<file path="src/rtl/rst_cipher_pkg.sv">
// Shared constants, state encoding and helper functions for the rst cipher link.
package rst_cipher_pkg;

  localparam int unsigned KEY_LEN = 12;
  localparam int unsigned TBL_DIM = 6;

  localparam logic [7:0] CH_NUL = 8'h00;
  localparam logic [7:0] CH_UA  = 8'h41;
  localparam logic [7:0] CH_UZ  = 8'h5A;
  localparam logic [7:0] CH_LA  = 8'h61;
  localparam logic [7:0] CH_LZ  = 8'h7A;
  localparam logic [7:0] CH_0   = 8'h30;
  localparam logic [7:0] CH_9   = 8'h39;

  typedef enum logic {
    NO_KEY,
    RUN
  } dec_state_t;

  function automatic logic is_alnum(input logic [7:0] c);
    return ((c >= CH_0)  && (c <= CH_9))  ||
           ((c >= CH_UA) && (c <= CH_UZ)) ||
           ((c >= CH_LA) && (c <= CH_LZ));
  endfunction

  function automatic logic [7:0] idx_to_char(input logic [5:0] idx);
    if (idx < 6'd26) return CH_LA + {2'b00, idx};
    else             return CH_0 + ({2'b00, idx} - 8'd26);
  endfunction

  // Rows take key[11],key[1],key[9],key[3],key[7],key[5]; columns the neighbours one below.
  function automatic logic [3:0] key_row_sel(input int unsigned pos);
    if (pos % 2 == 0) return 4'(11 - pos);
    else              return 4'(pos);
  endfunction

  function automatic logic [3:0] key_col_sel(input int unsigned pos);
    if (pos % 2 == 0) return 4'(10 - pos);
    else              return 4'(pos - 1);
  endfunction

endpackage

</file>
<file path="src/rtl/rst_label_lookup.sv">
// Six-entry label CAM: reports whether query matches a label and at which position.
module rst_label_lookup
  import rst_cipher_pkg::*;
(
  input  logic [5:0][7:0] labels,
  input  logic [7:0]      query,
  output logic            hit,
  output logic [2:0]      index
);

  always_comb begin
    hit   = 1'b0;
    index = '0;
    for (int unsigned p = 0; p < TBL_DIM; p++) begin
      if (!hit && (labels[p] == query)) begin
        hit   = 1'b1;
        index = 3'(p);
      end
    end
  end

endmodule

</file>
<file path="src/rtl/rst_decipher.sv">
// Receive-side decoder: maps 2-char row/column tokens back to plaintext using a rotating 6x6 table.
module rst_decipher
  import rst_cipher_pkg::*;
(
  input  logic             clk,
  input  logic             rst,
  input  logic [11:0][7:0] key,
  input  logic             ctxt_valid,
  input  logic [15:0]      ctxt_str,
  output logic [7:0]       ptxt_char,
  output logic             ptxt_ready,
  output logic             err_invalid_key,
  output logic             err_invalid_ctxt_char
);

  dec_state_t      state;
  logic [2:0]      off;
  logic [5:0][7:0] row_tbl, col_tbl;
  logic [5:0][7:0] key_rows, key_cols;
  logic [5:0][7:0] row_lbl, col_lbl;
  logic            key_ok;
  logic            row_hit, col_hit;
  logic [2:0]      row_pos, col_pos;
  logic [3:0]      row_sum, col_sum;
  logic [2:0]      row_i, col_j;
  logic [5:0]      idx;

  always_comb begin
    key_ok = 1'b1;
    for (int unsigned a = 0; a < KEY_LEN; a++) begin
      if (!is_alnum(key[a])) key_ok = 1'b0;
      for (int unsigned b = a + 1; b < KEY_LEN; b++) begin
        if (key[a] == key[b]) key_ok = 1'b0;
      end
    end
  end

  always_comb begin
    key_rows = '0;
    key_cols = '0;
    for (int unsigned p = 0; p < TBL_DIM; p++) begin
      key_rows[p] = key[key_row_sel(p)];
      key_cols[p] = key[key_col_sel(p)];
    end
  end

  // Install beat decodes straight from the key; afterwards from the stored table.
  assign row_lbl = (state == NO_KEY) ? key_rows : row_tbl;
  assign col_lbl = (state == NO_KEY) ? key_cols : col_tbl;

  rst_label_lookup u_row_cam (
    .labels (row_lbl),
    .query  (ctxt_str[15:8]),
    .hit    (row_hit),
    .index  (row_pos)
  );

  rst_label_lookup u_col_cam (
    .labels (col_lbl),
    .query  (ctxt_str[7:0]),
    .hit    (col_hit),
    .index  (col_pos)
  );

  // Table is kept un-rotated; a right rotation by off moves installed slot p to (p+off) mod 6.
  always_comb begin
    row_sum = {1'b0, row_pos} + {1'b0, off};
    col_sum = {1'b0, col_pos} + {1'b0, off};
    row_i   = (row_sum >= 4'd6) ? 3'(row_sum - 4'd6) : row_sum[2:0];
    col_j   = (col_sum >= 4'd6) ? 3'(col_sum - 4'd6) : col_sum[2:0];
    idx     = ({3'b000, row_i} * 6'd6) + {3'b000, col_j};
  end

  always_ff @(posedge clk or posedge rst) begin
    if (rst) begin
      state                 <= NO_KEY;
      off                   <= '0;
      row_tbl               <= '0;
      col_tbl               <= '0;
      ptxt_char             <= '0;
      ptxt_ready            <= 1'b0;
      err_invalid_key       <= 1'b0;
      err_invalid_ctxt_char <= 1'b0;
    end else begin
      ptxt_ready            <= 1'b0;
      err_invalid_key       <= 1'b0;
      err_invalid_ctxt_char <= 1'b0;
      if (ctxt_valid) begin
        if ((state == NO_KEY) && !key_ok) begin
          err_invalid_key <= 1'b1;
        end else begin
          if (state == NO_KEY) begin
            row_tbl <= key_rows;
            col_tbl <= key_cols;
            state   <= RUN;
          end
          if (row_hit && col_hit) begin
            ptxt_char  <= idx_to_char(idx);
            ptxt_ready <= 1'b1;
            off        <= (off == 3'd5) ? 3'd0 : off + 3'd1;
          end else begin
            ptxt_char             <= CH_NUL;
            err_invalid_ctxt_char <= 1'b1;
          end
        end
      end
    end
  end

endmodule

</file>
<file path="config.mk">
export PLATFORM = sky130hd
export DESIGN_NAME = rst_decipher
export DESIGN_NICKNAME = d
export VERILOG_FILES = /design/src/rtl/rst_cipher_pkg.sv /design/src/rtl/rst_label_lookup.sv /design/src/rtl/rst_decipher.sv
export SDC_FILE = /design/constraint.sdc
export NUM_CORES = 1
export LEC_CHECK = 0
export ABC_AREA = 1
export CAP_MARGIN = 10
export CORE_ASPECT_RATIO = 1.2
export CORE_MARGIN = 3
export CORE_UTILIZATION = 35
export DETAILED_ROUTE_END_ITERATION = 10
export SYNTH_ARGS = -nofsm -noshare
export SYNTH_HDL_FRONTEND = slang
export SYNTH_SLANG_ARGS = --single-unit
</file>
<file path="constraint.sdc">
create_clock -name clk -period 8.9 [get_ports clk]
set_input_delay 2.225 -clock clk [delete_from_list [all_inputs] [get_ports clk]]
set_output_delay 2.225 -clock clk [all_outputs]
set_load 0.1 [all_outputs]
</file>
Word level (Yosys, flattened, before mapping) --
Index checks and enable logic that the tools add are counted.
Operators by class: add/sub/neg operators 9, $mul 1, $lt $le $gt $ge 75, equal/unequal tests 79, mux-type cells 115, bitwise gates (word level) 2, reduce and logical (&&, ||, !) cells 85
Operator list (number):
- $eq A8 B8 Y1 | 78
- $ge A8 B7 Y1 const B | 24
- $le A8 B7 Y1 const B | 24
- $mux W1 | 100
- $ge A8 B6 Y1 const B | 12
- $le A8 B6 Y1 const B | 12
- $mux W48 | 2
- $logic_and A1 B1 Y1 | 48
- $logic_or A1 B1 Y1 | 24
- $mux W3 | 7
- $mux W8 | 2
- $logic_not A1 Y1 | 11
- $add A3 B3 Y4 | 2
- $add A7 B6 Y8 const A | 1
- $add A7 B7 Y8 const A | 1
- $ge A4 B3 Y1 const B | 2
- $mux W2 | 4
- $sub A6 B5 Y7 const B | 1
- $add A6 B3 Y6 | 1
- $lt A6 B5 Y1 const B | 1
- $sub A3 B3 Y3 const B | 2
- $mul A3 B2 Y5 const B | 1
- $add A3 B1 Y3 const B | 1
- $eq A3 B3 Y1 const B | 1
- 3 further kinds | 4
Storage, ports and cells: register bits 111, input bits 115, output and inout port bits 11, word-level logic and storage cells 384

Longest topological paths before layout --
Gate-level depths: netlist (run 1).
depth after elaboration 86, mapped depth 40, mapped depth without buffers 39

Modules after synthesis --
From an unflattened synthesis (run 1), not the netlist that was laid out.
Second synthesis, totals: cell total of the unflattened synthesis 3106, area, all modules 16778.6 um^2
By module, submodules not included:
- rst_decipher | times used 1, cells an instance 2820, area an instance 14981.9 um^2, sequential area each 2777.7 um^2
- rst_label_lookup | times used 2, cells an instance 143, area an instance 898.4 um^2, sequential area each 0.0 um^2

Worst setup path after synthesis (run 1) --
OpenSTA, ideal clock, no wires.
path kind input-to-reg, from in key[25] (netlist name), to reg ptxt_char[6], setup time 68 ps, arrival time 6948 ps, data required time 8832 ps, path slack 1885 ps, cell stages on the path 34, buffers on the path 1, path through clkbuf_2 clkinv_1 o21ai_1 xor2_1 nand2_1 nor2_1 nand2_1 nand2_1 nor2_1 a32o_1 ha_1 inv_1 fa_1 xor2_1 inv_1 nor2_1 o21ai_0 inv_1 ha_1 fa_1 inv_1 ha_1 inv_1 nand3_1 nand2_1 inv_1 nor2_1 ha_1 nand3_1 nand2_1 nand2_1 a21oi_1 nand2_1 nand2_1
On the way: word-level cells in the longest chain between the ends 80, elaborated cells on any way between the ends 127, classes of those cells add/sub: 6; mul: 1; order compare: 8; eq/ne: 12; mux: 85; bitwise: 1; reduce/logical: 14
RTL lines:
- start, declared | RTL line rst_decipher.sv:7 | input logic [11:0][7:0] key,
- $eq A8 B8 Y1 | RTL line rst_decipher.sv:33 | if (key[a] == key[b]) key_ok = 1'b0;
- $mux W1 (9 in a row) | RTL line rst_decipher.sv:33
- $mux W1 | RTL line rst_decipher.sv:31 | if (!is_alnum(key[a])) key_ok = 1'b0;
- $mux W1 (10 in a row) | RTL line rst_decipher.sv:33
- $mux W1 | RTL line rst_decipher.sv:31
- $mux W1 (9 in a row) | RTL line rst_decipher.sv:33
- $mux W1 | RTL line rst_decipher.sv:31
- $mux W1 (8 in a row) | RTL line rst_decipher.sv:33
- (+31 left out)
- $mux W1 (2 in a row) | RTL line rst_decipher.sv:33
- $mux W1 | RTL line rst_decipher.sv:31
- $mux W1 | RTL line rst_decipher.sv:33
- $mux W1 | RTL line rst_decipher.sv:31
- $logic_not A1 Y1 | RTL line rst_decipher.sv:89 | if ((state == NO_KEY) && !key_ok) begin
- $logic_and A1 B1 Y1 | RTL line rst_decipher.sv:89
- $not A1 Y1 (no line)
- $reduce_and A2 Y1 (no line)
- end signal, assigned | RTL line rst_decipher.sv:98 | ptxt_char <= idx_to_char(idx);
- end, declared | RTL line rst_decipher.sv:10 | output logic [7:0] ptxt_char,
Parallel ways exist; a longest one is shown, timed or not. A chain may end at the register's enable or synchronous reset.

Worst setup path in the final report (run 1) --
from in key[95] (netlist name), to reg ptxt_char[6]
On the way: word-level cells in the longest chain between the ends 72, elaborated cells on any way between the ends 129, classes of those cells add/sub: 6; mul: 1; order compare: 8; eq/ne: 12; mux: 82; bitwise: 1; reduce/logical: 19
RTL lines (RTL line):
- $eq A8 B8 Y1 | rst_decipher.sv:33
- $mux W1 | rst_decipher.sv:33
- $mux W1 | rst_decipher.sv:31
- $mux W1 (10 in a row) | rst_decipher.sv:33
- $mux W1 | rst_decipher.sv:31
- $mux W1 (9 in a row) | rst_decipher.sv:33
- $mux W1 | rst_decipher.sv:31
- $mux W1 (8 in a row) | rst_decipher.sv:33
- (+31 left out)
- $mux W1 (2 in a row) | rst_decipher.sv:33
- $mux W1 | rst_decipher.sv:31
- $mux W1 | rst_decipher.sv:33
- $mux W1 | rst_decipher.sv:31
- $logic_not A1 Y1 | rst_decipher.sv:89
- $logic_and A1 B1 Y1 | rst_decipher.sv:89
- $not A1 Y1 (no line)
- $reduce_and A2 Y1 (no line)
Parallel ways exist; a longest one is shown, timed or not.

==> run_summary.xml, run 1 <==
<?xml version="1.0" encoding="UTF-8"?>
<metrics>
  <group name="finish">
    <metric name="layout-area-overhead-vs-synth" unit="%">14.5</metric>
    <metric name="finalInstanceArea" unit="um2">18600</metric>
    <metric name="fin_util" unit="">0.410</metric>
    <metric name="drive_above_1_share" unit="">0.0624</metric>
    <metric name="nNetsFinal" unit="">3303</metric>
  </group>
  <group name="power_and_ir_drop">
    <metric name="leakagePower" unit="nW">10.2</metric>
    <metric name="ir_drop" unit="V">0.0000911</metric>
    <metric name="report.power.total" unit="mW">2.00</metric>
    <metric name="power_density_over_the_cells" unit="nW/um2">107</metric>
  </group>
  <group name="cts">
    <metric name="post_cts_hold_buffer_count" unit="">0</metric>
    <metric name="clock-sinks" unit="">111</metric>
    <metric name="cts.htree.levels" unit="">3</metric>
    <metric name="postCtsResizedCells" unit="">0</metric>
    <metric name="cts_tree" unit="">yes</metric>
    <metric name="root_buffer" unit="">clkbuf_16</metric>
    <metric name="clk-insertion-delay-late" unit="ps">370</metric>
    <metric name="clock_tree.buffer_depth" unit="">2</metric>
    <metric name="post_cts_buffers" unit="">0</metric>
    <metric name="path_clk_slew" unit="ps">80</metric>
    <metric name="cts_buffers" unit="">9</metric>
  </group>
  <group name="run">
    <metric name="max_cap_violations" unit="">0</metric>
  </group>
  <group name="route">
    <metric name="viasPerCell" unit="">5.21</metric>
    <metric name="via_count" unit="">19700</metric>
    <metric name="antenna_violating_nets_post_route" unit="">0</metric>
    <metric name="finalWirelength" unit="um">79700</metric>
    <metric name="first_iter_violations" unit="">3048</metric>
    <metric name="route.detailed.wl_per_inst" unit="um">21.1</metric>
    <metric name="drc_violations" unit="">0</metric>
    <metric name="drt_first_pass_iters" unit="">7</metric>
  </group>
  <group name="floorplan">
    <metric name="dieWidth" unit="um">203</metric>
    <metric name="core.rowCount" unit="">85</metric>
    <metric name="floorplan.io_pins" unit="">126</metric>
    <metric name="initial_core_util" unit="">0.359</metric>
    <metric name="die-area" unit="um2">49200</metric>
    <metric name="core_area" unit="um2">45400</metric>
    <metric name="fp.dieH" unit="um">242</metric>
  </group>
  <group name="global_route">
    <metric name="grt_max_degree" unit="">118</metric>
    <metric name="wire_length_of_the_first_global_routing_pass" unit="um">117000</metric>
    <metric name="first_global_vias" unit="">17700</metric>
    <metric name="globalRouteOverflowTotal" unit="">0</metric>
    <metric name="grt_antenna_before_repair" unit="">2</metric>
    <metric name="groute.usage.overall" unit="">0.315</metric>
  </group>
  <group name="timing">
    <metric name="setup-tns-final" unit="ps">0</metric>
    <metric name="highest_clock_rate" unit="MHz">125</metric>
    <metric name="setup_repair_after_global_routing_missed_its_margin" unit="">no</metric>
    <metric name="min_period" unit="ps">7990</metric>
    <metric name="timing.final.crit_share" unit="">0.898</metric>
    <metric name="maxSlewHeadroom" unit="">0.276</metric>
    <metric name="final.setup.worst_slack" unit="ps">909</metric>
    <metric name="finalHoldViolCount" unit="">0</metric>
    <metric name="finalSetupViolations" unit="">0</metric>
    <metric name="clock_skew" unit="ps">11.7</metric>
    <metric name="max_slew.worst_pin.slew" unit="ps">1090</metric>
    <metric name="slew_violations" unit="">0</metric>
  </group>
  <group name="synthesis">
    <metric name="synth-edff-count" unit="">0</metric>
    <metric name="synth_commonest_cells" unit="">1635 x nand2_1, 364 x nor2_1, 235 x xor2_1, 142 x inv_1, 131 x o21ai_0</metric>
    <metric name="synth_largest_area_cell" unit="">nand2_1</metric>
    <metric name="ys.flop_type" unit="">dfrtp_1</metric>
    <metric name="avgSynthCellArea" unit="um2">5.30</metric>
    <metric name="yosysTopAreaCellShare" unit="">0.377</metric>
    <metric name="synthCells" unit="">3072</metric>
    <metric name="total_nets_after_synthesis" unit="">3206</metric>
    <metric name="ys_seq_area_frac" unit="">0.171</metric>
    <metric name="syn_area" unit="um2">16300</metric>
    <metric name="asyncSetResetFlopFracSynth" unit="">1.00</metric>
    <metric name="yosysMostFrequentCell" unit="">nand2_1</metric>
    <metric name="yosys_warnings" unit="">0</metric>
    <metric name="synth.ff_latch_count" unit="">111</metric>
    <metric name="ys_types" unit="">29</metric>
    <metric name="leading_cell_types_by_total_area_after_synthesis" unit="">nand2_1 38%, dfrtp_1 17%, xor2_1 13%, nor2_1 8.4%, o21ai_0 4.0%</metric>
  </group>
  <group name="place">
    <metric name="preCtsSetupSlack" unit="ps">640</metric>
    <metric name="hpwl" unit="um">59800</metric>
    <metric name="io_buffers" unit="">125</metric>
    <metric name="place_congestion" unit="">1.10</metric>
    <metric name="placedInstanceArea" unit="um2">18300</metric>
  </group>
  <group name="setup_path">
    <metric name="critical_path_required" unit="ps">9210</metric>
    <metric name="critical_path.startpoint_type" unit="">input port</metric>
    <metric name="critical-path-max-stage-delay" unit="ps">730</metric>
    <metric name="criticalPathCategory" unit="">input port to flip-flop</metric>
    <metric name="critical_path.endpoint_type" unit="">flip-flop</metric>
    <metric name="ff2ff_setup_slack" unit="ps">2420</metric>
    <metric name="crit_path_frequent_cell" unit="">nand2_1</metric>
    <metric name="slowest_stage" unit="">clkdlybuf4s50_1</metric>
    <metric name="cp.arrival" unit="ps">8300</metric>
    <metric name="timing.reg2reg.worst_path_depth" unit="">32</metric>
    <metric name="worstPathMaxFanout" unit="">13</metric>
  </group>
  <group name="min_path">
    <metric name="hold_depth" unit="">2</metric>
    <metric name="min_path_type" unit="">flip-flop to flip-flop</metric>
  </group>
  <group name="outcome">
    <metric name="status" unit="">finished clean</metric>
  </group>
</metrics>
[kinds of logic (layout without fill, tap and decap cells)]
group                      after synthesis  after routing  share of synthesized area
DFF                                    111            111                      0.171
other                                    0              4                          0
buffers and inverters                  371            472                      0.111
AOI/OAI and AO/OA                      195            195                     0.0612
xor gates and xnor gates               245            245                      0.132
adders and majority gates               19             19                     0.0164
and+or+nand+nor                       2131           2131                      0.509
[report_power, final]
group	leakage (nW)	internal (mW)	switching, mW
combinational	8.59	0.324	0.652
sequential	1.47	0.575	0.0406
clock	0.134	0.200	0.211
total	10.2	1.10	0.904
[cells in the final DEF (no fill, tap or decap), drive strengths merged]
master,count
nor2,364
fa,4
o21ai,148
clkinv,20
xor2,235
nand2,1638
or2,2
clkbuf,10
diode,4
nand3,40
a21oi,41
nor3,10
nand4,77
ha,15
o211ai,2
buf,154
clkinvlp,2
a32o,2
inv,161
o22ai,2
dfrtp,111
clkdlybuf4s50,125
xnor2,10
[state kept, by name (all words and copies together), names as in the netlist]
register,flops
state,1
ptxt_char,8
col_tbl,48
row_tbl,48
err_invalid_key,1
ptxt_ready,1
off,3
err_invalid_ctxt_char,1
[per-stage QoR]
| step | cells | hold WS (ps) |
|---|---|---|
| after floorplan | 3072 | 449 |
| after global placement | 3767 | 463 |
| after detailed placement | 3767 | 465 |
| after global routing | 3782 | 494 |
| final | 3786 | 480 |
| after CTS | 3782 | 485 |
[routing by layer]
metal  up-vias  part of all wire  GRT usage
li1       9498                 -          -
met1      8702              0.40      0.413
met2      1204              0.42      0.465
met3       304             0.094     0.0567
met4         0             0.089      0.224
met5         -                 0          0
[area by class of cell]
class / count / area [um2]
multi-input combinational: 2590 / 11700
timing repair buffer: 279 / 2420
clock buffer: 10 / 239
tap: 609 / 762
antenna: 4 / 10.0
fill: 5113 / 26800
sequential: 111 / 2780
clock inverter: 5 / 42.5
inverter: 178 / 671
[worst paths after layout]
kind,to,start
hold reg to reg,ptxt_char[0],ptxt_char[0]
setup / recovery,ptxt_char[6],key[95]
min in group asynchronous,col_tbl[32],rst
setup reg to reg,ptxt_char[6],state
max in group asynchronous,col_tbl[46],rst
hold / removal,ptxt_char[0],ptxt_char[0]
[worst max-delay path, delay by kind of cell]
kind,cells,cell delay (ps)
fa+ha+maj,5,1500
buf+inv,7,1450
compound gates,5,1340
simple gates,13,1240
xor+xnor,3,520
Power figures use the tool's default switching activity.
==> run 2: changes to the inputs <==
- ABC_AREA: 1 -> 0
- SLEW_MARGIN: default -> 10
==> run_summary.xml, run 2 <==
<?xml version="1.0" encoding="UTF-8"?>
<metrics>
  <group name="synthesis">
    <metric name="syn_area" unit="um2">14200</metric>
    <metric name="total_nets_after_synthesis" unit="">1770</metric>
    <metric name="leading_cell_types_by_total_area_after_synthesis" unit="">xnor2_1 21%, dfrtp_1 20%, xor2_1 19%, mux2i_1 6.9%, mux2_1 4.9%</metric>
    <metric name="avgSynthCellArea" unit="um2">8.66</metric>
    <metric name="asyncSetResetFlopFracSynth" unit="">1.00</metric>
    <metric name="ys_seq_area_frac" unit="">0.196</metric>
    <metric name="synth_commonest_cells" unit="">335 x xnor2_1, 300 x xor2_1, 111 x dfrtp_1, 104 x nor4_1, 97 x mux2i_1</metric>
    <metric name="synth-edff-count" unit="">0</metric>
    <metric name="yosys_warnings" unit="">0</metric>
    <metric name="synth_largest_area_cell" unit="">xnor2_1</metric>
    <metric name="synthCells" unit="">1636</metric>
    <metric name="yosysTopAreaCellShare" unit="">0.207</metric>
    <metric name="ys_types" unit="">53</metric>
    <metric name="synth.ff_latch_count" unit="">111</metric>
    <metric name="yosysMostFrequentCell" unit="">xnor2_1</metric>
    <metric name="ys.flop_type" unit="">dfrtp_1</metric>
  </group>
  <group name="floorplan">
    <metric name="initial_core_util" unit="">0.355</metric>
    <metric name="core.rowCount" unit="">80</metric>
    <metric name="die-area" unit="um2">42900</metric>
    <metric name="fp.dieH" unit="um">226</metric>
    <metric name="floorplan.io_pins" unit="">126</metric>
    <metric name="core_area" unit="um2">39800</metric>
    <metric name="dieWidth" unit="um">190</metric>
  </group>
  <group name="timing">
    <metric name="timing.hold.ws" unit="ps">490</metric>
    <metric name="highest_clock_rate" unit="MHz">122</metric>
    <metric name="finalHoldViolCount" unit="">0</metric>
    <metric name="slew_violations" unit="">0</metric>
    <metric name="finalSetupViolations" unit="">0</metric>
    <metric name="setup-tns-final" unit="ps">0</metric>
    <metric name="timing.final.crit_share" unit="">0.919</metric>
    <metric name="min_period" unit="ps">8180</metric>
    <metric name="clock_skew" unit="ps">12.5</metric>
    <metric name="setup_repair_after_global_routing_missed_its_margin" unit="">no</metric>
    <metric name="max_slew.worst_pin.slew" unit="ps">1000</metric>
    <metric name="final.setup.worst_slack" unit="ps">719</metric>
    <metric name="maxSlewHeadroom" unit="">0.316</metric>
  </group>
  <group name="cts">
    <metric name="root_buffer" unit="">clkbuf_16</metric>
    <metric name="postCtsResizedCells" unit="">0</metric>
    <metric name="path_clk_slew" unit="ps">80</metric>
    <metric name="clock-sinks" unit="">111</metric>
    <metric name="post_cts_buffers" unit="">0</metric>
    <metric name="clk-insertion-delay-late" unit="ps">400</metric>
    <metric name="cts_buffers" unit="">9</metric>
    <metric name="clock_tree.buffer_depth" unit="">2</metric>
    <metric name="post_cts_hold_buffer_count" unit="">0</metric>
    <metric name="cts_tree" unit="">yes</metric>
    <metric name="cts.htree.levels" unit="">3</metric>
  </group>
  <group name="min_path">
    <metric name="min_path_type" unit="">flip-flop to flip-flop</metric>
    <metric name="hold_depth" unit="">1</metric>
  </group>
  <group name="route">
    <metric name="first_iter_violations" unit="">1548</metric>
    <metric name="antenna_violating_nets_post_route" unit="">0</metric>
    <metric name="finalWirelength" unit="um">60800</metric>
    <metric name="route.detailed.wl_per_inst" unit="um">27.7</metric>
    <metric name="drt_first_pass_iters" unit="">5</metric>
    <metric name="via_count" unit="">12900</metric>
    <metric name="viasPerCell" unit="">5.89</metric>
    <metric name="drc_violations" unit="">0</metric>
  </group>
  <group name="finish">
    <metric name="finalInstanceArea" unit="um2">16300</metric>
    <metric name="drive_above_1_share" unit="">0.0933</metric>
    <metric name="mostFrequentLayoutCell" unit="">xnor2_1</metric>
    <metric name="stdcell_count" unit="">2197</metric>
    <metric name="layout-area-overhead-vs-synth" unit="%">14.8</metric>
    <metric name="fillers" unit="">3967</metric>
    <metric name="nNetsFinal" unit="">1790</metric>
    <metric name="fin_util" unit="">0.408</metric>
    <metric name="layout_top_registers" unit="">col_tbl (48), row_tbl (48), ptxt_char (8)</metric>
    <metric name="mostFrequentLayoutCells" unit="">335 x xnor2_1, 300 x xor2_1, 125 x clkdlybuf4s50_1, 110 x dfrtp_1, 107 x buf_4</metric>
  </group>
  <group name="setup_path">
    <metric name="critical_path_required" unit="ps">9180</metric>
    <metric name="critical_path.startpoint_type" unit="">input port</metric>
    <metric name="crit_cells" unit="">26</metric>
    <metric name="criticalPathCategory" unit="">input port to flip-flop</metric>
    <metric name="critical-path-max-stage-delay" unit="ps">670</metric>
    <metric name="slowest_stage" unit="">clkdlybuf4s50_1</metric>
    <metric name="path_buf_inv" unit="">4</metric>
    <metric name="cp.arrival" unit="ps">8470</metric>
    <metric name="critical_path.top_delay_family" unit="">compound AO/OA/AOI/OAI gates</metric>
    <metric name="timing.reg2reg.worst_path_depth" unit="">26</metric>
    <metric name="critical_path.endpoint_type" unit="">flip-flop</metric>
    <metric name="worstPathMaxFanout" unit="">6</metric>
  </group>
  <group name="power_and_ir_drop">
    <metric name="power_density_over_the_cells" unit="nW/um2">96.5</metric>
    <metric name="report.power.total" unit="mW">1.57</metric>
    <metric name="leakagePower" unit="nW">6.31</metric>
    <metric name="ir_drop" unit="V">0.0000933</metric>
  </group>
  <group name="global_route">
    <metric name="groute.usage.overall" unit="">0.281</metric>
    <metric name="globalRouteOverflowTotal" unit="">0</metric>
    <metric name="first_global_vias" unit="">13000</metric>
    <metric name="wire_length_of_the_first_global_routing_pass" unit="um">88900</metric>
    <metric name="grt_antenna_before_repair" unit="">2</metric>
    <metric name="grt_max_degree" unit="">62</metric>
  </group>
  <group name="place">
    <metric name="place_congestion" unit="">0.984</metric>
    <metric name="place_inst" unit="">2178</metric>
    <metric name="hpwl" unit="um">41500</metric>
    <metric name="preCtsSetupSlack" unit="ps">415</metric>
    <metric name="placedInstanceArea" unit="um2">16000</metric>
    <metric name="io_buffers" unit="">125</metric>
  </group>
  <group name="run">
    <metric name="max_cap_violations" unit="">0</metric>
  </group>
  <group name="outcome">
    <metric name="status" unit="">finished clean</metric>
  </group>
</metrics>
==> run 2: cell count changes after synthesis, moves of 61 or more <==
cell      change
xnor2_1     +325
buf_2        -71
nand2_1    -1586
nor4_1      +104
nor2_1      -309
buf_1        +74
mux2i_1      +97
o21ai_0     -124
inv_1       -120
xor2_1       +65
clkbuf_1     +82
mux2_1       +61
==> run 2: layout make-up <==
class	count	area [um2]	share of cell area
tap	533	667	0.0410
antenna	3	7.51	0.000462
sequential	111	2780	0.171
clock inverter	5	50.0	0.00308
clock buffer	11	243	0.0149
inverter	22	85.1	0.00523
multi-input combinational	1279	10300	0.637
timing repair buffer	233	2070	0.128
==> run 2: cell families after synthesis <==
family,after synthesis,synth area share
buffers and inverters,246,0.0740
xor gates and xnor gates,635,0.393
DFF,111,0.196
muxes,174,0.130
and+or+nand+nor,329,0.129
adders and majority gates,19,0.0189
AOI/OAI and AO/OA,122,0.0591
==> run 2: power breakdown <==
| part | switching, mW | internal, mW |
|---|---|---|
| sequential | 0.0000487 | 0.504 |
| clock | 0.232 | 0.204 |
| combinational | 0.372 | 0.256 |
==> run 2: worst register-to-register path, cell delays in order (launching register included) <==
cell and delay, ps:
dfrtp_4 1020, mux2i_1 420, xnor2_1 90, nor4_1 440, nand3_1 120, a22o_1 210, a21boi_0 170, buf_4 170
ha_1 190, inv_1 60, fa_1 460, or3b_2 520, a31oi_1 340, inv_1 120, fa_1 480, a31o_2 240
o211ai_1 280, xnor2_1 220, nand2_1 120, nor2_1 140, xnor2_1 90, ha_1 240, a21oi_1 130, a21oi_1 50
o21ai_0 160, a21oi_1 90, mux2_2 300
==> run 2: routing by layer <==
metal,track usage,vias up,wire (um)
li1,-,5511,-
met1,0.355,6349,23600
met2,0.427,857,26400
met3,0.0755,228,6920
met4,0.171,0,3880
met5,0,-,0
==> run 2: final timing paths <==
check / startpoint / to / slack (ps)
worst max register to register: state / ptxt_char[6] / 1950
max in group asynchronous: rst / row_tbl[6] / 5210
min in group asynchronous: rst / col_tbl[13] / 2310
worst min register to register: col_tbl[10] / col_tbl[10] / 490
worst max-delay path: ctxt_str[10] / ptxt_char[6] / 720
worst min-delay path: col_tbl[10] / col_tbl[10] / 490
==> run 3: changes to the inputs <==
- CORE_ASPECT_RATIO: 1.2 -> default
- PLACE_DENSITY: default -> 0.54
==> run_summary.xml, run 3 (same netlist as run 2, synthesis figures left out) <==
<?xml version="1.0" encoding="UTF-8"?>
<metrics>
  <group name="outcome">
    <metric name="status" unit="">finished clean</metric>
  </group>
  <group name="timing">
    <metric name="final.setup.worst_slack" unit="ps">999</metric>
    <metric name="clock_skew" unit="ps">21.4</metric>
    <metric name="finalSetupViolations" unit="">0</metric>
    <metric name="max_slew.worst_pin.slew" unit="ps">1140</metric>
    <metric name="slew_violations" unit="">0</metric>
    <metric name="timing.hold.ws" unit="ps">490</metric>
    <metric name="min_period" unit="ps">7900</metric>
    <metric name="finalHoldViolCount" unit="">0</metric>
    <metric name="maxSlewHeadroom" unit="">0.219</metric>
    <metric name="setup-tns-final" unit="ps">0</metric>
    <metric name="setup_repair_after_global_routing_missed_its_margin" unit="">no</metric>
    <metric name="timing.final.crit_share" unit="">0.888</metric>
    <metric name="highest_clock_rate" unit="MHz">127</metric>
  </group>
  <group name="global_route">
    <metric name="grt_max_degree" unit="">81</metric>
    <metric name="wire_length_of_the_first_global_routing_pass" unit="um">91300</metric>
    <metric name="grt_antenna_before_repair" unit="">3</metric>
    <metric name="groute.usage.overall" unit="">0.286</metric>
    <metric name="first_global_vias" unit="">12500</metric>
    <metric name="globalRouteOverflowTotal" unit="">0</metric>
  </group>
  <group name="power_and_ir_drop">
    <metric name="leakagePower" unit="nW">6.37</metric>
    <metric name="report.power.total" unit="mW">1.58</metric>
    <metric name="power_density_over_the_cells" unit="nW/um2">96.6</metric>
    <metric name="ir_drop" unit="V">0.0000790</metric>
  </group>
  <group name="finish">
    <metric name="fillers" unit="">4010</metric>
    <metric name="nNetsFinal" unit="">1801</metric>
    <metric name="multiInputGateArea" unit="um2">10300</metric>
    <metric name="stdcell_count" unit="">2198</metric>
    <metric name="area.sequential" unit="um2">2780</metric>
    <metric name="mostFrequentLayoutCells" unit="">335 x xnor2_1, 300 x xor2_1, 125 x clkdlybuf4s50_1, 116 x buf_4, 110 x dfrtp_1</metric>
    <metric name="layout-area-overhead-vs-synth" unit="%">15.4</metric>
    <metric name="drive_above_1_share" unit="">0.0993</metric>
    <metric name="mostFrequentLayoutCell" unit="">xnor2_1</metric>
    <metric name="layout_top_registers" unit="">col_tbl (48), row_tbl (48), ptxt_char (8)</metric>
  </group>
  <group name="setup_path">
    <metric name="path_buf_inv" unit="">5</metric>
    <metric name="worstPathMaxFanout" unit="">6</metric>
    <metric name="critical-path-max-stage-delay" unit="ps">650</metric>
    <metric name="cp.arrival" unit="ps">8200</metric>
    <metric name="critical_path.top_delay_family" unit="">compound AO/OA/AOI/OAI gates</metric>
    <metric name="critical_path.startpoint_type" unit="">input port</metric>
    <metric name="critical_path.endpoint_type" unit="">flip-flop</metric>
    <metric name="criticalPathCategory" unit="">input port to flip-flop</metric>
    <metric name="slowest_stage" unit="">clkdlybuf4s50_1</metric>
    <metric name="critical_path_required" unit="ps">9200</metric>
  </group>
  <group name="cts">
    <metric name="clk-insertion-delay-late" unit="ps">400</metric>
    <metric name="post_cts_buffers" unit="">0</metric>
    <metric name="cts.htree.levels" unit="">3</metric>
    <metric name="clock-sinks" unit="">111</metric>
    <metric name="postCtsResizedCells" unit="">0</metric>
    <metric name="clock_tree.buffer_depth" unit="">2</metric>
    <metric name="root_buffer" unit="">clkbuf_16</metric>
    <metric name="post_cts_hold_buffer_count" unit="">0</metric>
    <metric name="cts_buffers" unit="">9</metric>
    <metric name="cts_tree" unit="">yes</metric>
    <metric name="path_clk_slew" unit="ps">100</metric>
  </group>
  <group name="floorplan">
    <metric name="initial_core_util" unit="">0.356</metric>
    <metric name="fp.dieH" unit="um">207</metric>
    <metric name="core_area" unit="um2">39800</metric>
    <metric name="dieWidth" unit="um">207</metric>
    <metric name="floorplan.io_pins" unit="">126</metric>
    <metric name="die-area" unit="um2">42900</metric>
    <metric name="core.rowCount" unit="">73</metric>
  </group>
  <group name="place">
    <metric name="io_buffers" unit="">125</metric>
    <metric name="hpwl" unit="um">43200</metric>
    <metric name="preCtsSetupSlack" unit="ps">576</metric>
    <metric name="place_inst" unit="">2181</metric>
    <metric name="place_congestion" unit="">0.950</metric>
  </group>
  <group name="route">
    <metric name="antenna_violating_nets_post_route" unit="">0</metric>
    <metric name="route.detailed.wl_per_inst" unit="um">28.6</metric>
    <metric name="viasPerCell" unit="">5.93</metric>
    <metric name="met3WireLength" unit="um">6400</metric>
    <metric name="via_count" unit="">13000</metric>
    <metric name="finalWirelength" unit="um">62900</metric>
    <metric name="drc_violations" unit="">0</metric>
    <metric name="m1WireLength" unit="um">26300</metric>
    <metric name="drt_first_pass_iters" unit="">5</metric>
    <metric name="detailroute.wirelength.met2" unit="um">26400</metric>
    <metric name="route.top_layer_used" unit="">met5</metric>
    <metric name="first_iter_violations" unit="">1420</metric>
  </group>
  <group name="min_path">
    <metric name="min_path_type" unit="">flip-flop to flip-flop</metric>
  </group>
  <group name="run">
    <metric name="max_cap_violations" unit="">0</metric>
  </group>
</metrics>
run 3: routing by layer:
layer	track usage	up-vias
met4	0.136	6
met5	0	-
met1	0.389	6483
met2	0.422	830
met3	0.0739	192
li1	-	5534
run 3: worst register-to-register path, delay by kind of cell (launching register included):
family | cells | cell delay [ps]
simple gates | 5 | 1110
compound gates | 9 | 1560
buf+inv | 5 | 870
flops | 1 | 870
mux | 2 | 770
xor+xnor | 3 | 400
fa+ha+maj | 4 | 1310
run 3: power breakdown:
part | internal, mW | switching, mW
clock network | 0.199 | 0.239
logic | 0.258 | 0.379
registers | 0.504 | 0.000130
run 3: layout make-up:
cell class                      instances  area share
Antenna cell                            1    0.000153
Clock inverter                          6     0.00367
Tap cell                              525      0.0402
Multi-Input combinational cell       1279       0.633
Sequential cell                       111       0.170
Timing Repair Buffer                  244       0.134
Clock buffer                           10      0.0140
Inverter                               22     0.00521
run 3: stage by stage:
step | area, um2 | util
after detailed placement | 16100 | 0.403
after global routing | 16300 | 0.410
after global placement | 16100 | 0.403
after floorplan | 14200 | -
final | 16300 | 0.410
after CTS | 16300 | 0.410
run 3: worst paths after layout:
check                        startpoint           end  slack, ps  cells past startpoint
hold / removal              col_tbl[11]   col_tbl[11]        490                      1
hold reg to reg             col_tbl[11]   col_tbl[11]        490                      1
min in group asynchronous           rst         state       2300                      2
setup / recovery           ctxt_str[14]  ptxt_char[6]       1000                     27
setup reg to reg                  state  ptxt_char[6]       1920                     28
max in group asynchronous           rst   row_tbl[31]       5280                      3
